`src/rtl/fir_pkg.sv`:
```
// Shared encodings for the FIR MAC sequencer: ALU opcodes, operand
// select codes and the sequencer state type.
package fir_pkg;

    localparam logic [1:0] OP_NORM = 2'b00;
    localparam logic [1:0] OP_MUL  = 2'b10;
    localparam logic [1:0] OP_ADD  = 2'b11;

    localparam logic [1:0] A_DMEM  = 2'd0;
    localparam logic [1:0] A_REGF  = 2'd1;
    localparam logic [1:0] A_SELF  = 2'd2;
    localparam logic [1:0] A_ACC   = 2'd3;

    localparam logic [1:0] B_CMEM  = 2'd0;
    localparam logic [1:0] B_SELF  = 2'd1;
    localparam logic [1:0] B_ACC   = 2'd2;
    localparam logic [1:0] B_ZERO  = 2'd3;

    typedef enum logic [2:0] {
        S_IDLE,
        S_MUL,
        S_MDRAIN,
        S_ACC,
        S_SPILL,
        S_FOLD,
        S_NORM
    } state_t;

endpackage

```
`src/rtl/fir_mac_sequencer_if.sv`:
```
// Request inputs and memory/ALU control outputs of the FIR MAC sequencer.
interface fir_mac_sequencer_if #(
    parameter int TAPS    = 64,
    parameter int ADD_LAT = 5,
    parameter int AW      = $clog2(TAPS + ADD_LAT),
    parameter int DW      = $clog2(TAPS)
);
    logic          sample_valid;
    logic          cload;
    logic [DW-1:0] caddr;
    logic          ovr_clr;
    logic          dmem_we;
    logic [DW-1:0] dmem_waddr;
    logic [DW-1:0] dmem_raddr;
    logic          cmem_we;
    logic [DW-1:0] cmem_waddr;
    logic [DW-1:0] cmem_raddr;
    logic          regf_we;
    logic [AW-1:0] regf_waddr;
    logic [AW-1:0] regf_raddr;
    logic          acc_we;
    logic          alu_issue;
    logic [1:0]    alu_opcode;
    logic [1:0]    alu_a_sel;
    logic [1:0]    alu_b_sel;
    logic          busy;
    logic          dout_valid;
    logic          overrun;
    logic          coef_err;

    modport master (
        input  sample_valid, cload, caddr, ovr_clr,
        output dmem_we, dmem_waddr, dmem_raddr, cmem_we, cmem_waddr, cmem_raddr,
               regf_we, regf_waddr, regf_raddr, acc_we, alu_issue, alu_opcode,
               alu_a_sel, alu_b_sel, busy, dout_valid, overrun, coef_err
    );

    modport slave (
        output sample_valid, cload, caddr, ovr_clr,
        input  dmem_we, dmem_waddr, dmem_raddr, cmem_we, cmem_waddr, cmem_raddr,
               regf_we, regf_waddr, regf_raddr, acc_we, alu_issue, alu_opcode,
               alu_a_sel, alu_b_sel, busy, dout_valid, overrun, coef_err
    );
endinterface

```
`src/rtl/fir_tag_pipe.sv`:
```
// Fixed-depth delay line carrying a valid bit and a REGF write address,
// used to tag multiplier results with their destination.
module fir_tag_pipe #(
    parameter int DEPTH = 4,
    parameter int W     = 7
) (
    input  logic         clk_fast,
    input  logic         rst_n,
    input  logic         in_valid,
    input  logic [W-1:0] in_addr,
    output logic         out_valid,
    output logic [W-1:0] out_addr
);
    logic [DEPTH-1:0]        v_q, v_d;
    logic [DEPTH-1:0][W-1:0] a_q, a_d;

    // Shift every stage one step toward the output.
    always_comb begin
        v_d    = v_q;
        a_d    = a_q;
        v_d[0] = in_valid;
        a_d[0] = in_addr;
        for (int unsigned i = 1; i < DEPTH; i++) begin
            v_d[i] = v_q[i-1];
            a_d[i] = a_q[i-1];
        end
    end

    // Pipeline registers, cleared by the asynchronous reset.
    always_ff @(posedge clk_fast or negedge rst_n) begin
        if (!rst_n) begin
            v_q <= '0;
            a_q <= '0;
        end else begin
            v_q <= v_d;
            a_q <= a_d;
        end
    end

    assign out_valid = v_q[DEPTH-1];
    assign out_addr  = a_q[DEPTH-1];
endmodule

```
`src/rtl/fir_mac_sequencer.sv`:
```
// Single-clock control sequencer for the time-multiplexed FP FIR filter:
// multiply pass, accumulate pass, spill, fold of the interleaved partial
// sums and a final normalise, one sequence per accepted sample.
module fir_mac_sequencer
    import fir_pkg::*;
#(
    parameter int TAPS    = 64,
    parameter int MUL_LAT = 4,
    parameter int ADD_LAT = 5,
    parameter int AW      = $clog2(TAPS + ADD_LAT)
) (
    input logic               clk_fast,
    input logic               rst_n,
    fir_mac_sequencer_if.master bus
);
    localparam int DW       = $clog2(TAPS);
    localparam int KW       = 16;
    localparam int FOLD_CYC = (ADD_LAT - 1) * ADD_LAT;

    state_t        state_q, state_d;
    logic [KW-1:0] k_q, k_d;
    logic [DW-1:0] wr_ptr_q, wr_ptr_d, newest_q, newest_d;
    logic          overrun_q, overrun_d, coef_err_q, coef_err_d;
    logic          issue_q, issue_d, spill_we_q, spill_we_d;
    logic          acc_we_q, acc_we_d, dout_valid_q, dout_valid_d;
    logic [1:0]    opcode_q, opcode_d, a_sel_q, a_sel_d, b_sel_q, b_sel_d;
    logic [DW-1:0] dmem_raddr_q, dmem_raddr_d, cmem_raddr_q, cmem_raddr_d;
    logic [AW-1:0] regf_raddr_q, regf_raddr_d, spill_waddr_q, spill_waddr_d;
    logic          idle, tag_valid;
    logic [AW-1:0] tag_addr;
    int            rd_diff, fold_step;

    assign idle = (state_q == S_IDLE);

    // Next state, counters and sticky flags; outputs are then decoded from
    // the next state so that registering them keeps them aligned with it.
    always_comb begin
        state_d    = state_q;
        k_d        = k_q + KW'(1);
        wr_ptr_d   = wr_ptr_q;
        newest_d   = newest_q;
        overrun_d  = (!idle && bus.sample_valid) || (overrun_q && !bus.ovr_clr);
        coef_err_d = (!idle && bus.cload) || (coef_err_q && !bus.ovr_clr);
        case (state_q)
            S_IDLE: begin
                k_d = '0;
                if (bus.sample_valid) begin
                    state_d  = S_MUL;
                    newest_d = wr_ptr_q;
                    wr_ptr_d = (wr_ptr_q == DW'(TAPS - 1)) ? '0 : wr_ptr_q + DW'(1);
                end
            end
            S_MUL:    if (k_q == KW'(TAPS - 1))    begin state_d = S_MDRAIN; k_d = '0; end
            S_MDRAIN: if (k_q == KW'(MUL_LAT - 1)) begin state_d = S_ACC;    k_d = '0; end
            S_ACC:    if (k_q == KW'(TAPS - 1))    begin state_d = S_SPILL;  k_d = '0; end
            S_SPILL:  if (k_q == KW'(ADD_LAT - 1)) begin
                state_d = (ADD_LAT > 1) ? S_FOLD : S_NORM;
                k_d     = '0;
            end
            S_FOLD:   if (k_q == KW'(FOLD_CYC - 1)) begin state_d = S_NORM; k_d = '0; end
            S_NORM:   if (k_q == KW'(ADD_LAT))      begin state_d = S_IDLE; k_d = '0; end
            default:  begin state_d = S_IDLE; k_d = '0; end
        endcase

        issue_d       = 1'b0;
        opcode_d      = '0;
        a_sel_d       = '0;
        b_sel_d       = '0;
        dmem_raddr_d  = '0;
        cmem_raddr_d  = '0;
        regf_raddr_d  = '0;
        spill_we_d    = 1'b0;
        spill_waddr_d = '0;
        acc_we_d      = 1'b0;
        dout_valid_d  = 1'b0;
        rd_diff       = int'(newest_d) - int'(k_d);
        if (rd_diff < 0) rd_diff = rd_diff + TAPS;
        fold_step     = int'(k_d) / ADD_LAT + 1;
        case (state_d)
            S_MUL: begin
                issue_d      = 1'b1;
                opcode_d     = OP_MUL;
                a_sel_d      = A_DMEM;
                b_sel_d      = B_CMEM;
                dmem_raddr_d = DW'(rd_diff);
                cmem_raddr_d = DW'(k_d);
            end
            S_ACC: begin
                issue_d      = 1'b1;
                opcode_d     = OP_ADD;
                a_sel_d      = A_REGF;
                b_sel_d      = (k_d < KW'(ADD_LAT)) ? B_ZERO : B_SELF;
                regf_raddr_d = AW'(k_d);
            end
            S_SPILL: begin
                spill_we_d    = 1'b1;
                spill_waddr_d = AW'(TAPS + int'(k_d));
                acc_we_d      = (k_d == '0);
            end
            S_FOLD: begin
                // One fold step every ADD_LAT cycles so each step consumes
                // the previous step's result straight off the ALU output.
                if (int'(k_d) % ADD_LAT == 0) begin
                    issue_d      = 1'b1;
                    opcode_d     = OP_ADD;
                    a_sel_d      = A_REGF;
                    b_sel_d      = (fold_step == 1) ? B_ACC : B_SELF;
                    regf_raddr_d = AW'(TAPS + fold_step);
                end
            end
            S_NORM: begin
                if (k_d == '0) begin
                    issue_d  = 1'b1;
                    opcode_d = OP_NORM;
                    a_sel_d  = A_SELF;
                    b_sel_d  = B_ZERO;
                end
                if (k_d == KW'(ADD_LAT)) begin
                    dout_valid_d = 1'b1;
                    acc_we_d     = 1'b1;
                end
            end
            default: ;
        endcase
    end

    // Sequencer state and registered control outputs.
    always_ff @(posedge clk_fast or negedge rst_n) begin
        if (!rst_n) begin
            state_q       <= S_IDLE;
            k_q           <= '0;
            wr_ptr_q      <= '0;
            newest_q      <= '0;
            overrun_q     <= 1'b0;
            coef_err_q    <= 1'b0;
            issue_q       <= 1'b0;
            opcode_q      <= '0;
            a_sel_q       <= '0;
            b_sel_q       <= '0;
            dmem_raddr_q  <= '0;
            cmem_raddr_q  <= '0;
            regf_raddr_q  <= '0;
            spill_we_q    <= 1'b0;
            spill_waddr_q <= '0;
            acc_we_q      <= 1'b0;
            dout_valid_q  <= 1'b0;
        end else begin
            state_q       <= state_d;
            k_q           <= k_d;
            wr_ptr_q      <= wr_ptr_d;
            newest_q      <= newest_d;
            overrun_q     <= overrun_d;
            coef_err_q    <= coef_err_d;
            issue_q       <= issue_d;
            opcode_q      <= opcode_d;
            a_sel_q       <= a_sel_d;
            b_sel_q       <= b_sel_d;
            dmem_raddr_q  <= dmem_raddr_d;
            cmem_raddr_q  <= cmem_raddr_d;
            regf_raddr_q  <= regf_raddr_d;
            spill_we_q    <= spill_we_d;
            spill_waddr_q <= spill_waddr_d;
            acc_we_q      <= acc_we_d;
            dout_valid_q  <= dout_valid_d;
        end
    end

    fir_tag_pipe #(
        .DEPTH(MUL_LAT),
        .W    (AW)
    ) u_tag_pipe (
        .clk_fast (clk_fast),
        .rst_n    (rst_n),
        .in_valid (issue_q && (opcode_q == OP_MUL)),
        .in_addr  (AW'(cmem_raddr_q)),
        .out_valid(tag_valid),
        .out_addr (tag_addr)
    );

    // Memory write strobes answer a request in the cycle it is presented.
    always_comb begin
        bus.dmem_we    = idle && bus.sample_valid;
        bus.dmem_waddr = bus.dmem_we ? wr_ptr_q : '0;
        bus.cmem_we    = idle && bus.cload;
        bus.cmem_waddr = bus.cmem_we ? bus.caddr : '0;
    end

    assign bus.dmem_raddr = dmem_raddr_q;
    assign bus.cmem_raddr = cmem_raddr_q;
    assign bus.regf_we    = tag_valid || spill_we_q;
    assign bus.regf_waddr = tag_valid ? tag_addr : spill_waddr_q;
    assign bus.regf_raddr = regf_raddr_q;
    assign bus.acc_we     = acc_we_q;
    assign bus.alu_issue  = issue_q;
    assign bus.alu_opcode = opcode_q;
    assign bus.alu_a_sel  = a_sel_q;
    assign bus.alu_b_sel  = b_sel_q;
    assign bus.busy       = !idle;
    assign bus.dout_valid = dout_valid_q;
    assign bus.overrun    = overrun_q;
    assign bus.coef_err   = coef_err_q;
endmodule

```
`src/flat_wrapper.sv`:
```
// flat-port wrapper written by rule: the top's interface ports become plain ports
module fir_mac_sequencer_flat import fir_pkg::*;
#(
    parameter int TAPS    = 64,
    parameter int MUL_LAT = 4,
    parameter int ADD_LAT = 5,
    parameter int AW      = $clog2(TAPS + ADD_LAT)
)
  (clk_fast, rst_n, bus_sample_valid, bus_cload, bus_caddr, bus_ovr_clr, bus_dmem_we, bus_dmem_waddr, bus_dmem_raddr, bus_cmem_we, bus_cmem_waddr, bus_cmem_raddr, bus_regf_we, bus_regf_waddr, bus_regf_raddr, bus_acc_we, bus_alu_issue, bus_alu_opcode, bus_alu_a_sel, bus_alu_b_sel, bus_busy, bus_dout_valid, bus_overrun, bus_coef_err);
  fir_mac_sequencer_if #(.TAPS(TAPS), .ADD_LAT(ADD_LAT), .AW(AW)) bus_i ();
  input logic clk_fast;
  input logic rst_n;
  input wire logic [$bits(bus_i.sample_valid)-1:0] bus_sample_valid;
  input wire logic [$bits(bus_i.cload)-1:0] bus_cload;
  input wire logic [$bits(bus_i.caddr)-1:0] bus_caddr;
  input wire logic [$bits(bus_i.ovr_clr)-1:0] bus_ovr_clr;
  output wire logic [$bits(bus_i.dmem_we)-1:0] bus_dmem_we;
  output wire logic [$bits(bus_i.dmem_waddr)-1:0] bus_dmem_waddr;
  output wire logic [$bits(bus_i.dmem_raddr)-1:0] bus_dmem_raddr;
  output wire logic [$bits(bus_i.cmem_we)-1:0] bus_cmem_we;
  output wire logic [$bits(bus_i.cmem_waddr)-1:0] bus_cmem_waddr;
  output wire logic [$bits(bus_i.cmem_raddr)-1:0] bus_cmem_raddr;
  output wire logic [$bits(bus_i.regf_we)-1:0] bus_regf_we;
  output wire logic [$bits(bus_i.regf_waddr)-1:0] bus_regf_waddr;
  output wire logic [$bits(bus_i.regf_raddr)-1:0] bus_regf_raddr;
  output wire logic [$bits(bus_i.acc_we)-1:0] bus_acc_we;
  output wire logic [$bits(bus_i.alu_issue)-1:0] bus_alu_issue;
  output wire logic [$bits(bus_i.alu_opcode)-1:0] bus_alu_opcode;
  output wire logic [$bits(bus_i.alu_a_sel)-1:0] bus_alu_a_sel;
  output wire logic [$bits(bus_i.alu_b_sel)-1:0] bus_alu_b_sel;
  output wire logic [$bits(bus_i.busy)-1:0] bus_busy;
  output wire logic [$bits(bus_i.dout_valid)-1:0] bus_dout_valid;
  output wire logic [$bits(bus_i.overrun)-1:0] bus_overrun;
  output wire logic [$bits(bus_i.coef_err)-1:0] bus_coef_err;
  assign bus_i.sample_valid = bus_sample_valid;
  assign bus_i.cload = bus_cload;
  assign bus_i.caddr = bus_caddr;
  assign bus_i.ovr_clr = bus_ovr_clr;
  assign bus_dmem_we = bus_i.dmem_we;
  assign bus_dmem_waddr = bus_i.dmem_waddr;
  assign bus_dmem_raddr = bus_i.dmem_raddr;
  assign bus_cmem_we = bus_i.cmem_we;
  assign bus_cmem_waddr = bus_i.cmem_waddr;
  assign bus_cmem_raddr = bus_i.cmem_raddr;
  assign bus_regf_we = bus_i.regf_we;
  assign bus_regf_waddr = bus_i.regf_waddr;
  assign bus_regf_raddr = bus_i.regf_raddr;
  assign bus_acc_we = bus_i.acc_we;
  assign bus_alu_issue = bus_i.alu_issue;
  assign bus_alu_opcode = bus_i.alu_opcode;
  assign bus_alu_a_sel = bus_i.alu_a_sel;
  assign bus_alu_b_sel = bus_i.alu_b_sel;
  assign bus_busy = bus_i.busy;
  assign bus_dout_valid = bus_i.dout_valid;
  assign bus_overrun = bus_i.overrun;
  assign bus_coef_err = bus_i.coef_err;
  fir_mac_sequencer #(.TAPS(TAPS), .MUL_LAT(MUL_LAT), .ADD_LAT(ADD_LAT), .AW(AW)) u_core (.clk_fast(clk_fast), .rst_n(rst_n), .bus(bus_i));
endmodule
```
`config.mk`:
```
export PLATFORM = sky130hd
export DESIGN_NAME = fir_mac_sequencer_flat
export DESIGN_NICKNAME = d
export VERILOG_FILES = /design/src/rtl/fir_pkg.sv /design/src/rtl/fir_mac_sequencer_if.sv /design/src/rtl/fir_tag_pipe.sv /design/src/rtl/fir_mac_sequencer.sv /design/src/flat_wrapper.sv
export SDC_FILE = /design/constraint.sdc
export NUM_CORES = 1
export LEC_CHECK = 0
export CAP_MARGIN = 20
export CORE_UTILIZATION = 50
export CTS_BUF_LIST = sky130_fd_sc_hd__clkbuf_8
export DETAILED_ROUTE_END_ITERATION = 8
export GPL_ROUTABILITY_DRIVEN = 0
export HOLD_SLACK_MARGIN = 0.05
export PLACE_DENSITY = 0.7
export SYNTH_ARGS = -nofsm -noshare
export SYNTH_HDL_FRONTEND = slang
export SYNTH_SLANG_ARGS = --single-unit
```
`constraint.sdc`:
```
create_clock -name clk_fast -period 19.48 [get_ports clk_fast]
set_input_delay 3.896 -clock clk_fast [delete_from_list [all_inputs] [get_ports clk_fast]]
set_output_delay 3.896 -clock clk_fast [all_outputs]
set_load 0.05 [all_outputs]
```
# After elaboration in Yosys (flattened, before gate mapping)
# Cells that the tools add are included.
# totals
register_bits	97
latch_bits	0
ramBits	0
romBits	0
output_inout_bits	53
wordCells	114
n_memories	0
# op_classes
add_sub_neg	7
mul	0
n_div	2
order_cmp	2
eq_ne	20
shifts	0
n_mux	43
bitwise_logic	0
reduce_logical	18
# ops
operator	n
$mux 16	5
$pmux 16 s5	1
$eq 16x3->1 const B	3
$mux 6	8
$add 32x2->32 const B	1
$div 17x4->32 const B	1
$eq 32x2->1 const B	1
$logic_not 32->1	1
$mod 17x4->32 const B	1
$mux 3	7
$mux 7	3
$pmux 3 s7	1
$eq 3x3->1 const B	6
$pmux 2 s3	3
$lt 17x1->1 const B	1
$sub 6x16->17	1
$add 16x1->16 const B	1
$eq 16x2->1 const B	1
$eq 16x5->1 const B	1
$eq 16x6->1 const B	1
$logic_not 16->1	1
$lt 16x3->1 const B	1
$add 7x7->7 const A	2
$pmux 7 s2	1
15 further kinds	39

# Longest topological paths before layout
# depth
word_depth	9
ltp_mapped	72
depth_no_buf	62

# By module
# A second synthesis with hierarchy kept.
# hier_totals
cells_unflattened	1280
hier_area_um2	10228.6
# modules_own_cells
module	instances	cells_each	area_per_inst_um2	seq_area_each_um2
fir_mac_sequencer	1	1248	9427.8	1726.7
fir_tag_pipe	1	32	800.8	800.8

# Least setup slack after synthesis
# Ideal clock, no wire load.
# synth_timing
path_type	register -> register
from	register u_core.k_q[12]
to	register u_core.b_sel_q[0] (netlist: u_core.bus.alu_b_sel[0])
arrival_ps	14685
required_time_ps	19328
path_slack_ps	4643
stages_incl_launch_ff	69
cell_sequence	dfrtp_1 > buf_4 > or4_1 > or4_4 > o311a_1 > nor4_2 > buf_4 > clkbuf_1 > clkbuf_1 > a21oi_1 > ha_1 > clkbuf_1 > nor2_1 > maj3_1 > o2111a_1 > nor4_1 > nor4_1 > a221oi_2 > [33 not listed] > nand2_1 > nand2_1 > ha_1 > o21ai_1 > nand3b_4 > nor4b_4 > inv_1 > ha_1 > nand3_1 > nor3_1 > nor2_1 > nand2_1 > o21ai_0 > o2111ai_1 > nor4_1 > o41a_1 > o211a_1 > o211ai_1
# synth_via
elab_chain_len	9
# synth_lines
element	line	rtl
start: declaration	fir_mac_sequencer.sv:21	logic [KW-1:0] k_q, k_d;
start signal: assignment	fir_mac_sequencer.sv:149	k_q <= k_d;
$add 16x1->16 (tied with other cells)	fir_mac_sequencer.sv:39	k_d = k_q + KW'(1);
$mux 16, on equally long branches	-	
$pmux 16 s5	fir_mac_sequencer.sv:44	case (state_q)
$div 17x4->32	fir_mac_sequencer.sv:78	fold_step = int'(k_d) / ADD_LAT + 1;
$add 32x2->32	fir_mac_sequencer.sv:78	
$eq 32x2->1	fir_mac_sequencer.sv:107	b_sel_d = (fold_step == 1) ? B_ACC : B_SELF;
$mux 2	fir_mac_sequencer.sv:107	
$mux 2	fir_mac_sequencer.sv:103	if (int'(k_d) % ADD_LAT == 0) begin
$pmux 2 s3 *	fir_mac_sequencer.sv:79	case (state_d)
named net u_core.b_sel_d[0]	fir_mac_sequencer.sv:26	logic [1:0] opcode_q, opcode_d, a_sel_q, a_sel_d, b_sel_q, b_sel_d;
end signal: assignment	fir_mac_sequencer.sv:157	b_sel_q <= b_sel_d;
end: declaration	fir_mac_sequencer.sv:26	
# Mark *: on every way through the listed nets, which the timed path passes. The rest lies on a longest branch.
# A chain may end at the register's enable or synchronous reset.

# Worst setup path after layout
# layout_timing
from	register u_core.k_q[12]
to	register u_core.b_sel_q[0] (netlist: u_core.bus.alu_b_sel[0])
# layout_via
elab_chain_len	9
# layout_lines
element	line
$add 16x1->16 (tied with other cells)	fir_mac_sequencer.sv:39
$mux 16, on equally long branches	-
$pmux 16 s5 *	fir_mac_sequencer.sv:44
named net u_core.k_d[15]	fir_mac_sequencer.sv:21
$div 17x4->32	fir_mac_sequencer.sv:78
$add 32x2->32	fir_mac_sequencer.sv:78
$eq 32x2->1	fir_mac_sequencer.sv:107
$mux 2	fir_mac_sequencer.sv:107
$mux 2	fir_mac_sequencer.sv:103
$pmux 2 s3 *	fir_mac_sequencer.sv:79
named net u_core.b_sel_d[0]	fir_mac_sequencer.sv:26
# Marks and branches as above.

==> metrics.txt <==
status=completed; H-tree Lvls=3; routed wire length per instance=approximately 19 um; post-synthesis register bit count=just under 100; Pre-antenna DRT Iters=6; Async S/R FF share, synth=1.000; Post-synth EDFFs=0; Crit-path slowest cell=a2111oi_0; CP endpoint kind=flop; CTS tree=yes; area occupied by multi-input gates=6954 um2; DR DRC count=0; yosys warns=0; DIE AREA=20,300 um2; core box area=19,400 um2; most common cell after layout, fill and taps aside=nand2_1; Pwr Density=~130 nW/um2; Setup Fix Bufs, Post-CTS=0; placed cell count=between 1,000 and 1,500; hold slack final=about 350 ps; period utilization=0.9136; Clock transition at path regs=approximately 100 ps; vias in the first global route=between 8,000 and 9,000; commonest non-fill, non-tap cells in the layout=132 x nand2_1, 97 x dfrtp_1, 96 x nor2_1, 62 x clkdlybuf4s50_1, 58 x a21oi_1; fraction of layout cells with a size suffix above 1=0.1067; Buffers on Ports=63; syn avg cell area=~8 um2; uppermost routed layer=met4; num rows=51; Layout area overhead=8.927%; Synth Flop Type=dfrtp_1; Critical Path Source=u_core.k_q[12]; DR WL met2=12,900 um; 1st-iter DRT viols=1,073; top cells by area in the synthesized netlist=dfrtp_1 25%, xnor2_1 5.1%, nand2_1 5.0%, nor2_1 3.7%, a21oi_1 2.9%; fraction of synthesized cell area taken by the top area cell type=0.2460; CP max stage delay=~870 ps; Initial Util=0.5086; vias per inst=about 6.5; final count of pins violating max slew=0; Leakage=4.531 nW; final setup vio count=0; Peak VDD IR=0.0001096 V; Min-Delay Path Class=flop to flop; Sinks on Clock Net=97; largest net degree at the start of global routing=71; Worst EP required=around 20,000 ps; Synth Instances=between 1,000 and 1,500; GRT Residual Overflow=0; Die H=approximately 140 um; FMAX=0.05619 GHz; Placed Area=10,560 um2; Worst Hold Launch=u_core.u_tag_pipe.a_d[24]; setup TNS=0 ps; antenna cells=0; first-pass GRT wire length=~46,000 um; Max clock buf depth=2; Synth area leader=dfrtp_1; CTS Root Cell=clkbuf_8; worst-path fanout max=29; worst slew pin tran=just over 1000 ps; Routed WL=roughly 28,000 um; PnR worst setup slack=between 1500 and 2000 ps; worst skew pair latency=370 ps; hold buffer count at cts=0; Antenna Violating Nets Remaining=0; Cell Area, Synth=between 9000 and 10,000 um2; DP HPWL=approximately 21,000 um; fillers=between 1,500 and 2,000; Seq/Total Area, Yosys=0.2460; Layout Nets=around 1,300; total global routing track utilization=0.2773; Final Hold Viols=0; post_cts resized=0; Distinct cells, synth=119; WL met3=around 1700 um; unrepaired setup endpoints after global routing=false; M1 WL=12,960 um; Slew HR=0.2966; IO Pins=64; final cell count without fillers=between 1,500 and 2,000; register area=around 2400 um2; Worst setup SP type=flop; CTS Buf Count=9; initial antenna violation count=0; Die Wd=~140 um; Worst EP arrival=~18,000 ps; max cap viols=0; Final Cell Area=between 10,000 and 15,000 um2; Setup Skew=between 10 and 15 ps; DP Worst Slack=2262 ps; Setup CP Type=flop to flop; cell mode on critical path=ha_1; minimum clock period after layout=between 15,000 and 20,000 ps; syn_nets=~1,300; reg2reg start=u_core.k_q[12]; via count=slightly below 10,000
==> metal layers <==
layer  vias to the layer above  GRT usage
met2                       439     0.4507
met5                         -          0
li1                       4694          -
met4                         0    0.06621
met1                      4719     0.3960
met3                        42    0.02456
==> synthesized netlist by cell type, types with 14 or more instances <==
cell	n
nand4_1	25
xnor2_1	57
buf_2	17
xor2_1	19
and3_1	23
clkbuf_1	43
a31oi_1	22
dfrtp_1	97
inv_1	32
mux2_2	14
a21o_1	25
o21ai_0	42
or2_2	14
nand2_1	132
a211oi_1	17
nor2_1	96
nor3_1	52
nor4_1	24
a21oi_1	58
ha_1	18
nand3_1	55
==> final cells by class <==
cell class | count | share of cell area
clock buffer | 9 | 0.01153
clock inverter | 7 | 0.006403
inverter | 35 | 0.01222
multi-input combinational | 1025 | 0.6470
sequential | 97 | 0.2258
tap | 265 | 0.03085
timing repair buffer | 74 | 0.06612
==> critical path, delay by kind of cell, from the launching register on <==
family,cells,cell delay [ps]
simple gates,28,8000
compound gates,22,6650
fa+ha+maj,5,1320
buf+inv,3,680
flops,1,490
mux,1,270
xor+xnor,1,210
==> power by group <==
part	switching (W)	internal, W	total [W]
combinational	0.000629	0.000384	0.00101
sequential	0.0000247	0.000245	0.000270
clock	0.0000696	0.0000594	0.000129
total	0.000724	0.000689	0.00141
==> cell families (layout without fill, tap and decap cells) <==
logic type	after synthesis	after routing	synth area share
AOI/OAI and AO/OA	371	371	0.2872
xor gates and xnor gates	78	78	0.07076
and+or+nand+nor	528	528	0.2896
DFF	97	97	0.2460
buffers and inverters	110	125	0.05009
adders and majority gates	24	24	0.03005
muxes	24	24	0.02625
==> flip-flops by register name, indices dropped and copies added (netlist names), 2 cells and up <==
signal	count
u_core.bus.regf_raddr	7
u_core.bus.alu_a_sel	2
u_core.state_q	3
u_core.bus.cmem_raddr	6
u_core.bus.dmem_raddr	6
u_core.bus.alu_b_sel	2
u_core.wr_ptr_q	6
u_core.u_tag_pipe.v_q	4
u_core.k_q	16
u_core.bus.alu_opcode	2
u_core.newest_q	6
u_core.u_tag_pipe.a_d	18
u_core.spill_waddr_q	7
u_core.u_tag_pipe.out_addr	6
==> through the flow <==
| stage | power (W) | util |
|---|---|---|
| after floorplan | 0.001058 | - |
| after global placement | 0.001262 | 0.5441 |
| after detailed placement | 0.001268 | 0.5441 |
| after CTS | 0.001402 | 0.5541 |
| after global routing | 0.001520 | 0.5541 |
| final | 0.001413 | 0.5541 |
==> final timing paths <==
check,end,slack [ps],cells after the start
hold reg to reg,u_core.u_tag_pipe.out_addr[3],350,0
max in group asynchronous,u_core.newest_q[4],14890,2
hold / removal,u_core.u_tag_pipe.out_addr[3],350,0
setup reg to reg,u_core.bus.alu_b_sel[0],1680,60
min in group asynchronous,u_core.k_q[11],3440,1
setup / recovery,u_core.bus.alu_b_sel[0],1680,60
(Power assumes the default switching activity.)
